`src/rtl/multi_mode_counter_pkg.sv`:
```
// Shared definitions for the multi-mode counter: mode encodings, one-shot FSM
// state type and default sizes.
package multi_mode_counter_pkg;

    localparam int unsigned DEFAULT_WIDTH   = 8;
    localparam int unsigned DEFAULT_PRESC_W = 4;

    // Counting mode; the reserved code behaves exactly like WRAP.
    typedef enum logic [1:0] {
        MODE_WRAP    = 2'b00,
        MODE_SAT     = 2'b01,
        MODE_ONESHOT = 2'b10,
        MODE_RSVD    = 2'b11
    } mode_e;

    // One-shot controller states.
    typedef enum logic [1:0] {
        ST_IDLE = 2'b00,
        ST_RUN  = 2'b01,
        ST_DONE = 2'b10
    } os_state_e;

endpackage

```
`src/rtl/multi_mode_counter_if.sv`:
```
// Control/status bundle of the multi-mode counter.
//   master: drives en, mode, dir, limit, presc_div, load, load_val, start;
//           observes count, tc, busy, done.
//   slave : the counter itself (mirror image of master).
interface multi_mode_counter_if #(
    parameter int unsigned WIDTH   = 8,
    parameter int unsigned PRESC_W = 4
) ();
    import multi_mode_counter_pkg::*;

    logic               en;
    mode_e              mode;
    logic               dir;
    logic [WIDTH-1:0]   limit;
    logic [PRESC_W-1:0] presc_div;
    logic               load;
    logic [WIDTH-1:0]   load_val;
    logic               start;
    logic [WIDTH-1:0]   count;
    logic               tc;
    logic               busy;
    logic               done;

    modport master (
        output en, mode, dir, limit, presc_div, load, load_val, start,
        input  count, tc, busy, done
    );

    modport slave (
        input  en, mode, dir, limit, presc_div, load, load_val, start,
        output count, tc, busy, done
    );

endinterface

```
`src/rtl/counter_prescaler.sv`:
```
// Enable divider: tick fires on one of every div+1 enabled cycles.
//   clk, rst : clock, synchronous active-high reset
//   en       : advance the phase counter; low freezes it
//   clr      : restart the phase at 0 (load / one-shot arm)
//   div      : divide field, tick period is div+1 enabled cycles
//   tick     : combinational step strobe for the current cycle
module counter_prescaler #(
    parameter int unsigned PRESC_W = 4
) (
    input  logic               clk,
    input  logic               rst,
    input  logic               en,
    input  logic               clr,
    input  logic [PRESC_W-1:0] div,
    output logic               tick
);

    logic [PRESC_W-1:0] p_q;

    assign tick = en & (p_q == div);

    // Phase counter; a phase above a freshly lowered div restarts silently.
    always_ff @(posedge clk) begin
        if (rst || clr) begin
            p_q <= '0;
        end else if (en) begin
            if (p_q >= div) begin
                p_q <= '0;
            end else begin
                p_q <= p_q + PRESC_W'(1);
            end
        end
    end

endmodule

```
`src/rtl/multi_mode_counter.sv`:
```
// Up/down counter with WRAP, SATURATE and ONESHOT modes, prescaled stepping,
// synchronous load and a terminal-count pulse.
//   clk, rst : clock, synchronous active-high reset
//   bus      : slave side of multi_mode_counter_if
//              in : en, mode, dir, limit, presc_div, load, load_val, start
//              out: count, tc (one-cycle pulse), busy (RUN), done (DONE)
module multi_mode_counter
    import multi_mode_counter_pkg::*;
#(
    parameter int unsigned WIDTH   = DEFAULT_WIDTH,
    parameter int unsigned PRESC_W = DEFAULT_PRESC_W
) (
    input  logic                 clk,
    input  logic                 rst,
    multi_mode_counter_if.slave  bus
);

    localparam logic [WIDTH-1:0] ONE = WIDTH'(1);

    os_state_e        state_q, state_d;
    logic [WIDTH-1:0] count_q, count_d;
    logic             tc_q, tc_d;
    logic             busy_q, done_q;
    logic             step_c;
    logic             presc_clr_c;

    logic             is_oneshot_c;
    logic [WIDTH-1:0] wrap_val_c;
    logic             wrap_tc_c;
    logic [WIDTH-1:0] sat_val_c;
    logic [WIDTH-1:0] sat_target_c;
    logic             sat_hit_c;
    logic             sat_moved_c;

    counter_prescaler #(.PRESC_W(PRESC_W)) u_presc (
        .clk  (clk),
        .rst  (rst),
        .en   (bus.en),
        .clr  (presc_clr_c),
        .div  (bus.presc_div),
        .tick (step_c)
    );

    assign is_oneshot_c = (bus.mode == MODE_ONESHOT);

    // Candidate next values for a wrapping step.
    always_comb begin
        wrap_val_c = count_q;
        wrap_tc_c  = 1'b0;
        if (bus.dir) begin
            if (count_q >= bus.limit) begin
                wrap_val_c = '0;
                wrap_tc_c  = 1'b1;
            end else begin
                wrap_val_c = count_q + ONE;
            end
        end else begin
            if (count_q == '0) begin
                wrap_val_c = bus.limit;
                wrap_tc_c  = 1'b1;
            end else begin
                wrap_val_c = count_q - ONE;
            end
        end
    end

    // Candidate next value for a saturating step; sat_hit_c means the result
    // sits on the bound, sat_moved_c separates reaching it from holding at it.
    always_comb begin
        sat_val_c    = count_q;
        sat_target_c = '0;
        if (bus.dir) begin
            sat_target_c = bus.limit;
            sat_val_c    = (count_q >= bus.limit) ? bus.limit : count_q + ONE;
        end else begin
            sat_val_c    = (count_q == '0) ? '0 : count_q - ONE;
        end
        sat_hit_c   = (sat_val_c == sat_target_c);
        sat_moved_c = (sat_val_c != count_q);
    end

    // Next state / next count; priority is load > start > step.
    always_comb begin
        state_d     = state_q;
        count_d     = count_q;
        tc_d        = 1'b0;
        presc_clr_c = 1'b0;

        if (bus.load) begin
            count_d     = bus.load_val;
            presc_clr_c = 1'b1;
        end else if (is_oneshot_c && bus.start) begin
            // Arm, re-arm from DONE, or restart an active run.
            count_d     = bus.dir ? '0 : bus.limit;
            presc_clr_c = 1'b1;
            state_d     = ST_RUN;
        end else if (step_c) begin
            case (bus.mode)
                MODE_SAT: begin
                    count_d = sat_val_c;
                    tc_d    = sat_hit_c & sat_moved_c;
                end
                MODE_ONESHOT: begin
                    // Bound check is on the result so limit=0 finishes on
                    // the first step.
                    if (state_q == ST_RUN) begin
                        count_d = sat_val_c;
                        if (sat_hit_c) begin
                            tc_d    = 1'b1;
                            state_d = ST_DONE;
                        end
                    end
                end
                default: begin
                    count_d = wrap_val_c;
                    tc_d    = wrap_tc_c;
                end
            endcase
        end

        if (!is_oneshot_c) begin
            state_d = ST_IDLE;
        end
    end

    // State and output registers.
    always_ff @(posedge clk) begin
        if (rst) begin
            state_q <= ST_IDLE;
            count_q <= '0;
            tc_q    <= 1'b0;
            busy_q  <= 1'b0;
            done_q  <= 1'b0;
        end else begin
            state_q <= state_d;
            count_q <= count_d;
            tc_q    <= tc_d;
            busy_q  <= (state_d == ST_RUN);
            done_q  <= (state_d == ST_DONE);
        end
    end

    assign bus.count = count_q;
    assign bus.tc    = tc_q;
    assign bus.busy  = busy_q;
    assign bus.done  = done_q;

endmodule

```
`src/flat_wrapper.sv`:
```
// flat-port wrapper written by rule: the top's interface ports become plain ports
module multi_mode_counter_flat import multi_mode_counter_pkg::*;
#(
    parameter int unsigned WIDTH   = DEFAULT_WIDTH,
    parameter int unsigned PRESC_W = DEFAULT_PRESC_W
)
  (clk, rst, bus_en, bus_mode, bus_dir, bus_limit, bus_presc_div, bus_load, bus_load_val, bus_start, bus_count, bus_tc, bus_busy, bus_done);
  multi_mode_counter_if #(.WIDTH(WIDTH), .PRESC_W(PRESC_W)) bus_i ();
  input  logic clk;
  input  logic rst;
  input wire logic [$bits(bus_i.en)-1:0] bus_en;
  input wire logic [$bits(bus_i.mode)-1:0] bus_mode;
  input wire logic [$bits(bus_i.dir)-1:0] bus_dir;
  input wire logic [$bits(bus_i.limit)-1:0] bus_limit;
  input wire logic [$bits(bus_i.presc_div)-1:0] bus_presc_div;
  input wire logic [$bits(bus_i.load)-1:0] bus_load;
  input wire logic [$bits(bus_i.load_val)-1:0] bus_load_val;
  input wire logic [$bits(bus_i.start)-1:0] bus_start;
  output wire logic [$bits(bus_i.count)-1:0] bus_count;
  output wire logic [$bits(bus_i.tc)-1:0] bus_tc;
  output wire logic [$bits(bus_i.busy)-1:0] bus_busy;
  output wire logic [$bits(bus_i.done)-1:0] bus_done;
  assign bus_i.en = bus_en;
  assign bus_i.mode = bus_mode;
  assign bus_i.dir = bus_dir;
  assign bus_i.limit = bus_limit;
  assign bus_i.presc_div = bus_presc_div;
  assign bus_i.load = bus_load;
  assign bus_i.load_val = bus_load_val;
  assign bus_i.start = bus_start;
  assign bus_count = bus_i.count;
  assign bus_tc = bus_i.tc;
  assign bus_busy = bus_i.busy;
  assign bus_done = bus_i.done;
  multi_mode_counter #(.WIDTH(WIDTH), .PRESC_W(PRESC_W)) u_core (.clk(clk), .rst(rst), .bus(bus_i));
endmodule
```
`config.mk`:
```
export PLATFORM = sky130hd
export DESIGN_NAME = multi_mode_counter_flat
export DESIGN_NICKNAME = d
export VERILOG_FILES = /design/src/rtl/multi_mode_counter_pkg.sv /design/src/rtl/multi_mode_counter_if.sv /design/src/rtl/counter_prescaler.sv /design/src/rtl/multi_mode_counter.sv /design/src/flat_wrapper.sv
export SDC_FILE = /design/constraint.sdc
export NUM_CORES = 1
export LEC_CHECK = 0
export ABC_AREA = 1
export CAP_MARGIN = 25
export CORE_MARGIN = 10
export CORE_UTILIZATION = 33
export CTS_CLUSTER_SIZE = 25
export DETAILED_ROUTE_END_ITERATION = 12
export DONT_BUFFER_PORTS = 1
export PLACE_DENSITY_LB_ADDON = 0.08
export SLEW_MARGIN = 20
export SYNTH_ARGS = -nofsm -noshare
export SYNTH_HDL_FRONTEND = slang
export SYNTH_HIERARCHICAL = 1
export SYNTH_SLANG_ARGS = --single-unit
export TNS_END_PERCENT = 10
```
`constraint.sdc`:
```
create_clock -name clk -period 2.45 [get_ports clk]
set_input_delay 0.3675 -clock clk [delete_from_list [all_inputs] [get_ports clk]]
set_output_delay 0.3675 -clock clk [all_outputs]
set_load 0.005 [all_outputs]
```
Word-level counts from Yosys, hierarchy flattened
Index checks and enable logic that the tools add are counted.
{ "word_totals": {"latchBits": 0, "out_inout_bits": 11, "regBits": 17, "inputBits": 28, "memories": 0, "ramBits": 0, "rom_bits": 0, "wordCells": 57} }
{ "op_classes": {"n_mul": 0, "n_reduce_logical": 6, "n_mux": 28, "n_bitwise": 3, "shift": 0, "order_cmp": 2, "div": 0, "n_addsub": 3, "n_eq_ne": 9} }
{ "ops": {"columns": ["cell", "count"], "rows": [
  ["$mux 8", 12],
  ["$pmux 8 s2", 1],
  ["$mux 2", 6],
  ["$add 8x1->8 const B", 1],
  ["$eq 8x8->1", 1],
  ["$ge 8x8->1", 1],
  ["$logic_not 8->1", 1],
  ["$ne 8x8->1", 1],
  ["$sub 8x1->8 const B", 1],
  ["$mux 1", 7],
  ["$eq 2x1->1 const B", 3],
  ["$add 4x1->4 const B", 1],
  ["$eq 2x2->1 const B", 2],
  ["$eq 4x4->1", 1],
  ["$ge 4x4->1", 1],
  ["$mux 4", 1],
  ["$ne 4x4->1 const B", 1],
  ["$reduce_or 4->1", 1],
  ["$reduce_bool 3->1", 1],
  ["$and 1x1->1", 2],
  ["$pmux 1 s2", 1],
  ["$reduce_and 2->1", 1],
  ["$logic_and 1x1->1", 1],
  ["$logic_or 1x1->1", 1],
  ["$not 1->1", 1]
]} }

Logic depth before layout (Yosys ltp)
Gate-level depths: netlist of the first run.
{ "depth": {"depth_word": 11, "depth_mapped": 22} }

By module
Netlist of the first run, hierarchy kept.
{ "modules_own_cells": {"columns": ["module", "seq_area_each_um2", "n_inst", "cells_each", "area_each_um2"], "rows": [
  ["multi_mode_counter", 260.2, 1, 335, 2023.2],
  ["counter_prescaler", 80.1, 1, 41, 292.8]
]} }

Worst setup path before layout of the first run
OpenSTA, ideal clock, no wires.
{ "synth_path": {"path_kind": "register to register", "from": "register u_core.count_q[0] (netlist: u_core/bus.count[0])", "to": "register u_core.done_q (netlist: u_core/bus.done)", "arrival_time_ns": 2.118, "stages_incl_launch_ff": 20, "required_time_ns": 2.386, "setup_time_ns": 0.064, "path_slack_ns": 0.268, "n_path_buf": 0, "path_cell_list": "dfxtp_1 -> inv_2 -> ha_1 -> nand2_1 -> nor2_1 -> nor2_1 -> nand2_1 -> nand2_2 -> nand2_4 -> nand2_1 -> nand3_1 -> nand2_1 -> nand2_1 -> nand2_1 -> nand2_1 -> nor2_4 -> nand3b_1 -> a21oi_2 -> nand2_1 -> nor2_1"} }
{ "synth_between": {"elab_chain_len": 11, "word_cells_on_any_way": 15} }
{ "synth_rtl": {"columns": ["item", "line_no", "rtl"], "rows": [
  ["start, declared", "multi_mode_counter.sv:21", "logic [WIDTH-1:0] count_q, count_d;"],
  ["start signal, assigned", "multi_mode_counter.sv:136", "count_q <= count_d;"],
  ["$sub 8x1->8, or another cell as far along", "multi_mode_counter.sv:76", "sat_val_c = (count_q == '0) ? '0 : count_q - ONE;"],
  ["$mux 8, on equally long branches", "multi_mode_counter.sv:76, multi_mode_counter.sv:74", null],
  ["$mux 8 *", "multi_mode_counter.sv:72", "if (bus.dir) begin"],
  ["$eq 8x8->1 *", "multi_mode_counter.sv:78", "sat_hit_c = (sat_val_c == sat_target_c);"],
  ["$mux 2 *", "multi_mode_counter.sv:108", "if (sat_hit_c) begin"],
  ["$mux 2 *", "multi_mode_counter.sv:106", "if (state_q == ST_RUN) begin"],
  ["$mux 2 *", "multi_mode_counter.sv:97", "end else if (step_c) begin"],
  ["$mux 2 *", "multi_mode_counter.sv:92", "end else if (is_oneshot_c && bus.start) begin"],
  ["$mux 2 *", "multi_mode_counter.sv:89", "if (bus.load) begin"],
  ["$mux 2 *", "multi_mode_counter.sv:121", "if (!is_oneshot_c) begin"],
  ["$eq 2x2->1 *", "multi_mode_counter.sv:139", "done_q <= (state_d == ST_DONE);"],
  ["end signal, assigned", "multi_mode_counter.sv:139", null],
  ["end, declared", "multi_mode_counter.sv:23", "logic busy_q, done_q;"]
]} }
Mark *: on every way between the ends. The rest lies on a longest branch, timed or not.
A chain may end at the register's enable or synchronous reset.

Worst setup path in the final report of the first run
{ "layout_path": {"from": "register u_core.count_q[5] (netlist: u_core/bus.count[5])", "to": "register u_core.done_q (netlist: u_core/bus.done)"} }
The elaborated chain is that of the path after synthesis.

==> results of run 1 <==
==> state kept, by name, summed over array words and instances (netlist names) <==
register	cells
u_core/state_q	2
u_core/bus.busy	1
u_core/bus.tc	1
u_core/u_presc/p_q	4
u_core/bus.count	8
u_core/bus.done	1
==> stage by stage <==
stage               cells  util (%)
CTS                   482      37.2
finish                495      41.0
global placement      478      36.5
floorplan             376         -
global route          495      41.0
detailed placement    478      36.5
==> synthesized netlist by cell type (2+ instances only) <==
| master | number |
|---|---|
| nand2_1 | 105 |
| nand2_2 | 5 |
| a221oi_1 | 6 |
| o21ai_1 | 2 |
| buf_6 | 4 |
| clkbuf_1 | 2 |
| buf_2 | 3 |
| nor2_4 | 5 |
| o211ai_1 | 7 |
| nor2_8 | 2 |
| xor2_1 | 9 |
| inv_2 | 6 |
| inv_1 | 46 |
| a21oi_1 | 14 |
| clkinv_1 | 2 |
| nand4_1 | 19 |
| nand3b_1 | 2 |
| nand2_4 | 2 |
| nand3_2 | 5 |
| ha_1 | 17 |
| nor2_2 | 5 |
| nand3_1 | 22 |
| dfxtp_1 | 17 |
| nor2_1 | 34 |
| o21ai_0 | 18 |
==> report_power, final <==
group	internal (uW)	leakage, uW	switching [uW]
Clock	113	0.0000255	114
Combinational	260	0.00121	421
Sequential	293	0.000140	12.4
==> cell families after synthesis <==
group	count (synthesis)
flops	17
mux	1
simple gates	212
fa+ha+maj	17
compound gates	55
buf+inv	64
xor+xnor	10
==> cell type report <==
type                    count  area [um^2]
repair buffers             28          229
multi-input cells         295         1830
inverters                  55          210
fillers                   752         4010
clock buffers               3         41.3
well taps                  96          120
clock inverters             1         5.00
flip-flops and latches     17          345
==> metal layers <==
| layer | wire [um] | part of all wire [%] | vias up |
|---|---|---|---|
| li1 | - | - | 1292 |
| met1 | 3600 | 44 | 1159 |
| met2 | 3680 | 45 | 107 |
| met3 | 762 | 9.4 | 10 |
| met4 | 97 | 1.2 | 0 |
| met5 | 0 | 0 | - |
==> worst paths after layout <==
kind,endpoint,slack [ps],cells past startpoint
worst max-delay path,u_core/bus.done$_SDFF_PP0_,130,14
worst min-delay path,u_core/bus.count[1]$_SDFFE_PP0P_,170,1
worst max register to register,u_core/bus.done$_SDFF_PP0_,130,14
worst min register to register,u_core/u_presc/p_q[3]$_SDFFE_PP0P_,560,2
==> what timing repair did <==
item | CTS | global route
setup buffers | 0 | 13
endpoints found under the setup margin | 0 | 5
gates resized for setup | 0 | 39
==> metrics, run 1 <==
Synth Area in Compound Gates between 10% and 20%; First-pass DRT Iterations 5; Clock transition at path regs around 80 ps; Cell Area, Placed about 2500 um^2; Initial DRC Count 186; number of buffers and inverters on the critical path 0; Ant. Diodes 0; number of synthesized flops with an enable pin 0; Initial Utilization between 30% and 40%; relative slew slack between 70% and 80%; fmax approximately 430 MHz; Synth top area share 17.0%; leakage power about 0.0014 uW; Largest delay share family, worst path simple AND/OR/NAND/NOR gates; ys flop type dfxtp_1; Area contributors post-synth nand2_1 (17%), dfxtp_1 (15%), ha_1 (9.2%); grt met2 use 22.4%; largest net degree at the start of global routing 26; DP Wirelength 6390 um; average size of a mapped cell 6.16 um^2; hold_buf cts 0; crit start category flop; worst vdd ir ~0.00019 V; Detail Route Antenna Nets 0; crit-path max FO 7; sequential area share after synthesis between 10% and 20%; Synth Cell Area ~2300 um^2; Worst Tran Pin Value between 300 and 400 ps; Synth Net Count 421; PnR worst setup slack approximately 130 ps; final estimated routing congestion in global placement 0.879; worst skew pair latency roughly 260 ps; H-tree levels 1; Max Root-Sink Buffers 2; Setup TNS 0 ps; CTS Buf Count 3; GR peak layer met2; Worst Setup End Kind flop; Slew Viols, Final 0; final instance area about 2800 um^2; RR Startpoint u_core/bus.count[5]$_SDFFE_PP0P_; die area about 11000 um^2; most common cell after layout, fill and taps aside nand2_1; cells after synthesis approximately 380; largest family of logic cells by synthesized area simple AND/OR/NAND/NOR gates; num ports 39; Synth area leader nand2_1; critical path required time 2650 ps; GRT Residual Overflow 0; final setup fails 0; met3 Usage GRT 4.58%; area grow syn2layout 20.2%; number of global-route vias before repair approximately 2400; I/O Buffers 0; max incr delay on CP 330 ps; cell mode on critical path nand2_2; Std-Cell Rows 30; final hold violations 0; Total GRT Usage about 14%; Worst Path Arrival 2520 ps; minimum clock period roughly 2300 ps; grt met1 use between 15 and 20%; first-pass GRT wire length ~12000 um; crit path max-delay cell type dfxtp_2; Max-cap violations 0; share of layout cells above drive strength 1 between 20% and 30%; critical path class reg -> reg; status finished clean; hold_sp rst; Core ar. between 6000 and 7000 um^2; clk_skew around 4.2 ps; pre-CTS setup slack about 67 ps; CTS tree built; adder-cell area share of the yosys netlist under 10%; Power Density 436 nW/um^2; xor/xnor cell area share of the yosys netlist under 10%; Yosys cell types 42; wire per inst roughly 16 um; Root Buffer clkbuf_8; Final Cycle Share between 90 and 100%; Synth Area in Simple Gates roughly 45%; Yosys reg bits 17; initial antenna violation count 0; crit-path cells ha_1, a21oi_2, nor2_2, nor2_4, nand4_1, nand3_2, nand2_2, nand2_2, nand2_2, nor2_4, nand3b_1, a21oi_2, nand2_1, nor2_1; Synth Warn # 6; commonest non-fill, non-tap cells in the layout nand2_1 (96), inv_1 (46), nor2_1 (33), buf_4 (23), nand4_1 (19); Final #Nets about 450; HP Class in -> reg; routed via count 2568; Fin Hold WS approximately 170 ps; die width a little over 100 um; worst setup path start u_core/bus.count[5]$_SDFFE_PP0P_; clk sinks 17; async set-or-reset flop fraction in the synthesized netlist 0%; Post-Route WL approximately 8000 um; Final Power roughly 1200 uW; number of remaining DRC errors 0; vias per cell roughly 5.2; DIE HEIGHT 104 um; mux contribution to synthesized area less than 1%
No activity file was read; power rests on OpenSTA's default activity.
==> inputs of run 2 (changes only) <==
Settings changed: CTS_BUF_LIST from default to sky130_fd_sc_hd__clkbuf_8, PLACE_DENSITY_LB_ADDON 0.08 to default, REMOVE_ABC_BUFFERS from default to 1.
==> run 2 against run 1 <==
Effect of this change:
- clock power increased by 3%
- total power decreased by 6.1%
- register-to-register slack improved by 30 ps
- critical path type unchanged
- sequential cell count did not move
- sequential share of layout area up 0.89 points
- fmax rose by 1.4%
- die area did not move
==> metrics, run 2 (synthesis gave the netlist of run 1 again) <==
max FFs per register 8 (unchanged); CTS tree built; area grow syn2layout 11.7%; critical path required time 2650 ps (about the same); Ant. Diodes 0 (unchanged); worst vdd ir 0.000235 V (+21%); Post-Route WL 7730 um (-5.1%); largest net degree at the start of global routing 26 (unchanged); wire per inst 15.9 um (-3.5%); HP Class in -> reg; Core ar. 6790 um^2 (unchanged); Initial Utilization 34.1% (unchanged); number of global-route vias before repair 2384 (+0.93%); Final #Nets 437 (-1.8%); final estimated routing congestion in global placement 0.895 (+1.8%); clk sinks 17 (unchanged); crit start category flop; fmax 437 MHz (+1.4%); initial antenna violation count 0 (unchanged); first-pass GRT wire length 12400 um (-0.55%); Final Cycle Share 93.4% (-1.3 points); cell mode on critical path nand2_1; Max-cap violations 0 (unchanged); crit path max-delay cell type dfxtp_4; Fin Hold WS 165 ps (-5.02 ps); number of buffers and inverters on the critical path 1 (+1); max incr delay on CP 380 ps (+50 ps); GRT Residual Overflow 0 (unchanged); commonest non-fill, non-tap cells in the layout nand2_1 (103), inv_1 (46), nor2_1 (34), nand3_1 (21), buf_4 (20); Power Density 440 nW/um^2 (+0.98%); most common cell after layout, fill and taps aside nand2_1; share of layout cells above drive strength 1 16.6% (-6.7 points); I/O Buffers 0 (unchanged); Worst Tran Pin Value 482 ps (+139 ps); routed via count 2533 (-1.4%); CTS Buf Count 3 (unchanged); crit-path max FO 10 (+3); Core Util, Final 38.1% (-2.9 points); critical path class reg -> reg; DP Wirelength 6050 um (-5.3%); unrepaired setup endpoints after global routing true; First-pass DRT Iterations 5 (unchanged); minimum clock period 2290 ps (-32.9 ps); Final Power 1140 uW (-6.1%); num ports 39 (unchanged); Total GRT Usage 13.7% (-0.40 points); Largest delay share family, worst path simple AND/OR/NAND/NOR gates; relative slew slack 67.8% (-9.2 points); DIE HEIGHT 104 um (unchanged); crit-path cells inv_2, ha_1, nand2_1, nor2_1, nor2_1, nand2_2, nand2_4, nand2_4, nand2_1, nand3_2, nand2_1, nand2_1, nand2_1, nand2_1, nor2_4, nand3b_1, a21oi_2, nand2_1, nor2_1; Clock transition at path regs 90 ps (about the same); vias per cell 5.20 (+0.26%); final hold violations 0 (unchanged); Std-Cell Rows 30 (unchanged); Worst Setup End Kind flop; die width 104 um (unchanged); clk_skew 12.7 ps (+8.56 ps); worst skew pair latency 270 ps (about the same); H-tree levels 1 (unchanged); Slew Viols, Final 0 (unchanged); Worst Path Arrival 2490 ps (-30 ps); Max Root-Sink Buffers 2 (unchanged); hold_buf cts 0 (unchanged); leakage power 0.00131 uW (-4.7%); Initial DRC Count 231 (+24%); status finished clean; Root Buffer clkbuf_8; die area 10800 um^2 (unchanged); final setup fails 0 (unchanged); Detail Route Antenna Nets 0 (unchanged); number of remaining DRC errors 0 (unchanged)
-- run 2: report_power, final --
part	switching [uW]	leakage (uW)	internal, uW
Combinational	387	0.00115	214
Sequential	11.9	0.000140	291
Clock	121	0.0000255	113
-- run 2: worst paths after layout --
check	startpoint	end	slack [ps]	cells after the start
worst max-delay path	u_core/bus.count[0]$_SDFFE_PP0P_	u_core/bus.done$_SDFF_PP0_	160	19
worst min-delay path	rst	u_core/bus.count[7]$_SDFFE_PP0P_	160	1
worst max register to register	u_core/bus.count[0]$_SDFFE_PP0P_	u_core/bus.done$_SDFF_PP0_	160	19
worst min register to register	u_core/u_presc/p_q[3]$_SDFFE_PP0P_	u_core/u_presc/p_q[3]$_SDFFE_PP0P_	560	2
-- run 2: area by class of cell --
cell class	instances	area [um^2]
tap	96	120
clock buffer	3	41.3
multi-input combinational	295	1720
inverter	55	208
fill	748	4210
timing repair buffer	20	150
clock inverter	1	5.00
sequential	17	344
-- run 2: layer usage --
layer | vias up | GRT usage, % | wire length, um
met4 | 0 | 6.36 | 218
li1 | 1276 | - | -
met2 | 109 | 21.6 | 3550
met1 | 1128 | 17.2 | 3190
met5 | - | 0 | 0
met3 | 20 | 3.35 | 774
-- run 2: repair_timing --
item,4_1_cts,5_1_grt
resized for setup,0,7
endpoints found under the setup margin,0,5
buffers inserted,0,4
-- run 2: per-stage QoR --
stage          area (um^2)  setup WS, ps  TNS (ps)  instances
6_report              2590           161         0        487
5_1_grt               2590          -103      -206        487
4_1_cts               2530          44.9         0        483
3_5_place_dp          2490          59.7         0        479
3_3_place_gp          2490          87.6         0        479
2_1_floorplan         2250           220         0        367
==> inputs of run 3 (changes only) <==
Settings changed: RECOVER_POWER from default to 100.
Clock period 2.45 ns to 2.3 ns, I/O delays scaled along.
==> run 3 against run 2 <==
Effect of this change:
- sequential power rose by 6%
- sequential share of layout area decreased by 0.30 points
- design area grew 1.6%
- core utilization is 0.61 points higher
- worst setup slack got worse by 150 ps
- highest routed layer unchanged
- via count grew 2.6%
- fmax down 0.21%
==> metrics, run 3 (synthesis gave the netlist of run 1 again) <==
largest net degree at the start of global routing 26 (unchanged); cell mode on critical path nand2_1; Post-Layout Cell Count 493 (+1.2%); crit-path cells inv_2, ha_1, nand2_1, nor2_1, nor2_1, nand2_2, nand2_4, buf_4, nand3b_1, nand3_2, nand2_1, nand2_1, clkinv_1, nand2_1, nor2_4, nand3b_1, a21oi_2, nand2_1, nor2_1; Core ar. 6790 um^2 (unchanged); most common cell after layout, fill and taps aside nand2_1; share of layout cells above drive strength 1 17.9% (+1.3 points); HP Class in -> reg; Power Density 471 nW/um^2 (+7.0%); number of remaining DRC errors 0 (unchanged); Max Root-Sink Buffers 2 (unchanged); r2r endpoint u_core/bus.done$_SDFF_PP0_; final hold violations 0 (unchanged); die width 104 um (unchanged); Total GRT Usage 13.8% (+0.086 points); critical path class reg -> reg; Std-Cell Rows 30 (unchanged); max incr delay on CP 350 ps (-30 ps); Core Util, Final 38.7% (+0.61 points); Initial Utilization 34.1% (unchanged); final setup fails 0 (unchanged); crit start category flop; WHS Path Cells 1 (unchanged); CTS Buf Count 3 (unchanged); clk_skew 14.3 ps (+1.58 ps); minimum clock period 2290 ps (+4.83 ps); max FFs per register 8 (unchanged); DIE HEIGHT 104 um (unchanged); vias per cell 5.27 (+1.4%); worst vdd ir 0.000265 V (+13%); CTS tree built; number of global-route vias before repair 2497 (+4.7%); relative slew slack 67.9% (+0.11 points); H-tree levels 1 (unchanged); initial antenna violation count 0 (unchanged); area grow syn2layout 13.5%; wire per inst 15.9 um (+0.41%); Initial DRC Count 236 (+2.2%); Worst Tran Pin Value 481 ps (-0.631 ps); Final #Nets 443 (+1.4%); die area 10800 um^2 (unchanged); Root Buffer clkbuf_8; leakage power 0.00133 uW (+1.6%); Clock transition at path regs 90 ps (about the same); worst skew pair latency 270 ps (about the same); Final Cycle Share 99.7% (+6.3 points); RR Startpoint u_core/bus.count[0]$_SDFFE_PP0P_; fmax 436 MHz (-0.21%); Post-Route WL 7850 um (+1.6%); worst-case reg-to-reg path depth 19 (unchanged); crit path max-delay cell type dfxtp_2; status finished clean; first-pass GRT wire length 12400 um (+0.23%); Detail Route Antenna Nets 0 (unchanged); clk sinks 17 (unchanged); Worst R2R Setup Slack 6 ps (-150 ps); critical path required time 2500 ps (-150 ps); Max-cap violations 0 (unchanged); Worst Path Arrival 2490 ps (about the same); routed via count 2600 (+2.6%); final estimated routing congestion in global placement 0.983 (+9.7%); I/O Buffers 0 (unchanged); Ant. Diodes 0 (unchanged); DP Wirelength 6210 um (+2.7%); crit-path max FO 5 (-5); Slew Viols, Final 0 (unchanged); commonest non-fill, non-tap cells in the layout nand2_1 (101), inv_1 (46), nor2_1 (35), buf_4 (22), nand3_1 (21); unrepaired setup endpoints after global routing true; placed instance count 483 (+0.84%); end of the critical path u_core/bus.done$_SDFF_PP0_; Final Power 1240 uW (+8.7%); GRT Residual Overflow 0 (unchanged); First-pass DRT Iterations 5 (unchanged); worst setup path start u_core/bus.count[0]$_SDFFE_PP0P_; Worst Setup End Kind flop; num ports 39 (unchanged)
run 3: changes by cell type in the layout (fill, tap and decap cells not counted), sizes merged:
cell	before	now
buf	20	22
clkbuf	3	7
run 3: how the worst min path moves through the flow:
| stage | slack (ps) | start | end |
|---|---|---|---|
| 2_1_floorplan | 420 | rst | u_core/bus.count[1]$_SDFFE_PP0P_ |
| 3_3_place_gp | 430 | rst | u_core/bus.count[4]$_SDFFE_PP0P_ |
| 3_5_place_dp | 430 | rst | u_core/bus.count[4]$_SDFFE_PP0P_ |
| 4_1_cts | 140 | rst | u_core/bus.count[7]$_SDFFE_PP0P_ |
| 5_1_grt | 140 | rst | u_core/bus.count[7]$_SDFFE_PP0P_ |
| 6_report | 140 | rst | u_core/bus.count[4]$_SDFFE_PP0P_ |
run 3: routing by layer:
layer,global-route usage (%),vias to the layer above,share of wire [%]
li1,-,1285,-
met1,16.7,1182,43
met2,23.2,117,46
met3,3.72,16,8.5
met4,4.17,0,2.3
met5,0,-,0
run 3: final cells by class:
cell class,instances,area [um^2]
fillers,758,4170
multi-input cells,295,1730
flip-flops and latches,17,342
inverters,55,208
repair buffers,26,183
well taps,96,120
clock buffers,3,41.3
clock inverters,1,5.00
run 3: stage by stage:
| stage | setup TNS (ps) | hold WS [ps] | cell area (um^2) | setup slack [ps] |
|---|---|---|---|---|
| 5_1_grt | -915 | 138 | 2630 | -168 |
| 2_1_floorplan | 0 | 424 | 2250 | 70.0 |
| 3_3_place_gp | -286 | 428 | 2520 | -85.0 |
| 4_1_cts | 0 | 137 | 2580 | 32.1 |
| 6_report | 0 | 139 | 2630 | 6.06 |
| 3_5_place_dp | -352 | 429 | 2520 | -107 |
run 3: where the power goes:
part | leakage [uW] | total, uW | switching (uW) | internal (uW)
sequential | 0.000139 | 322 | 11.2 | 311
combinational | 0.00117 | 669 | 427 | 242
clock | 0.0000255 | 247 | 126 | 121
run 3: critical path, delay by kind of cell, from the launching register on:
family	cells	cell delay, ps
AO/OA/AOI/OAI	1	140
flip-flops	1	350
buffers and inverters	3	260
adder cells (fa/ha/maj)	1	270
AND/OR/NAND/NOR	14	1190
run 3: timing repair:
item,in CTS,in global routing
gates resized for setup,3,7
pin swaps,1,3
hold buffers,0,0
buffers inserted,1,5
setup endpoints to repair,5,5
endpoints found under the hold margin,0,0
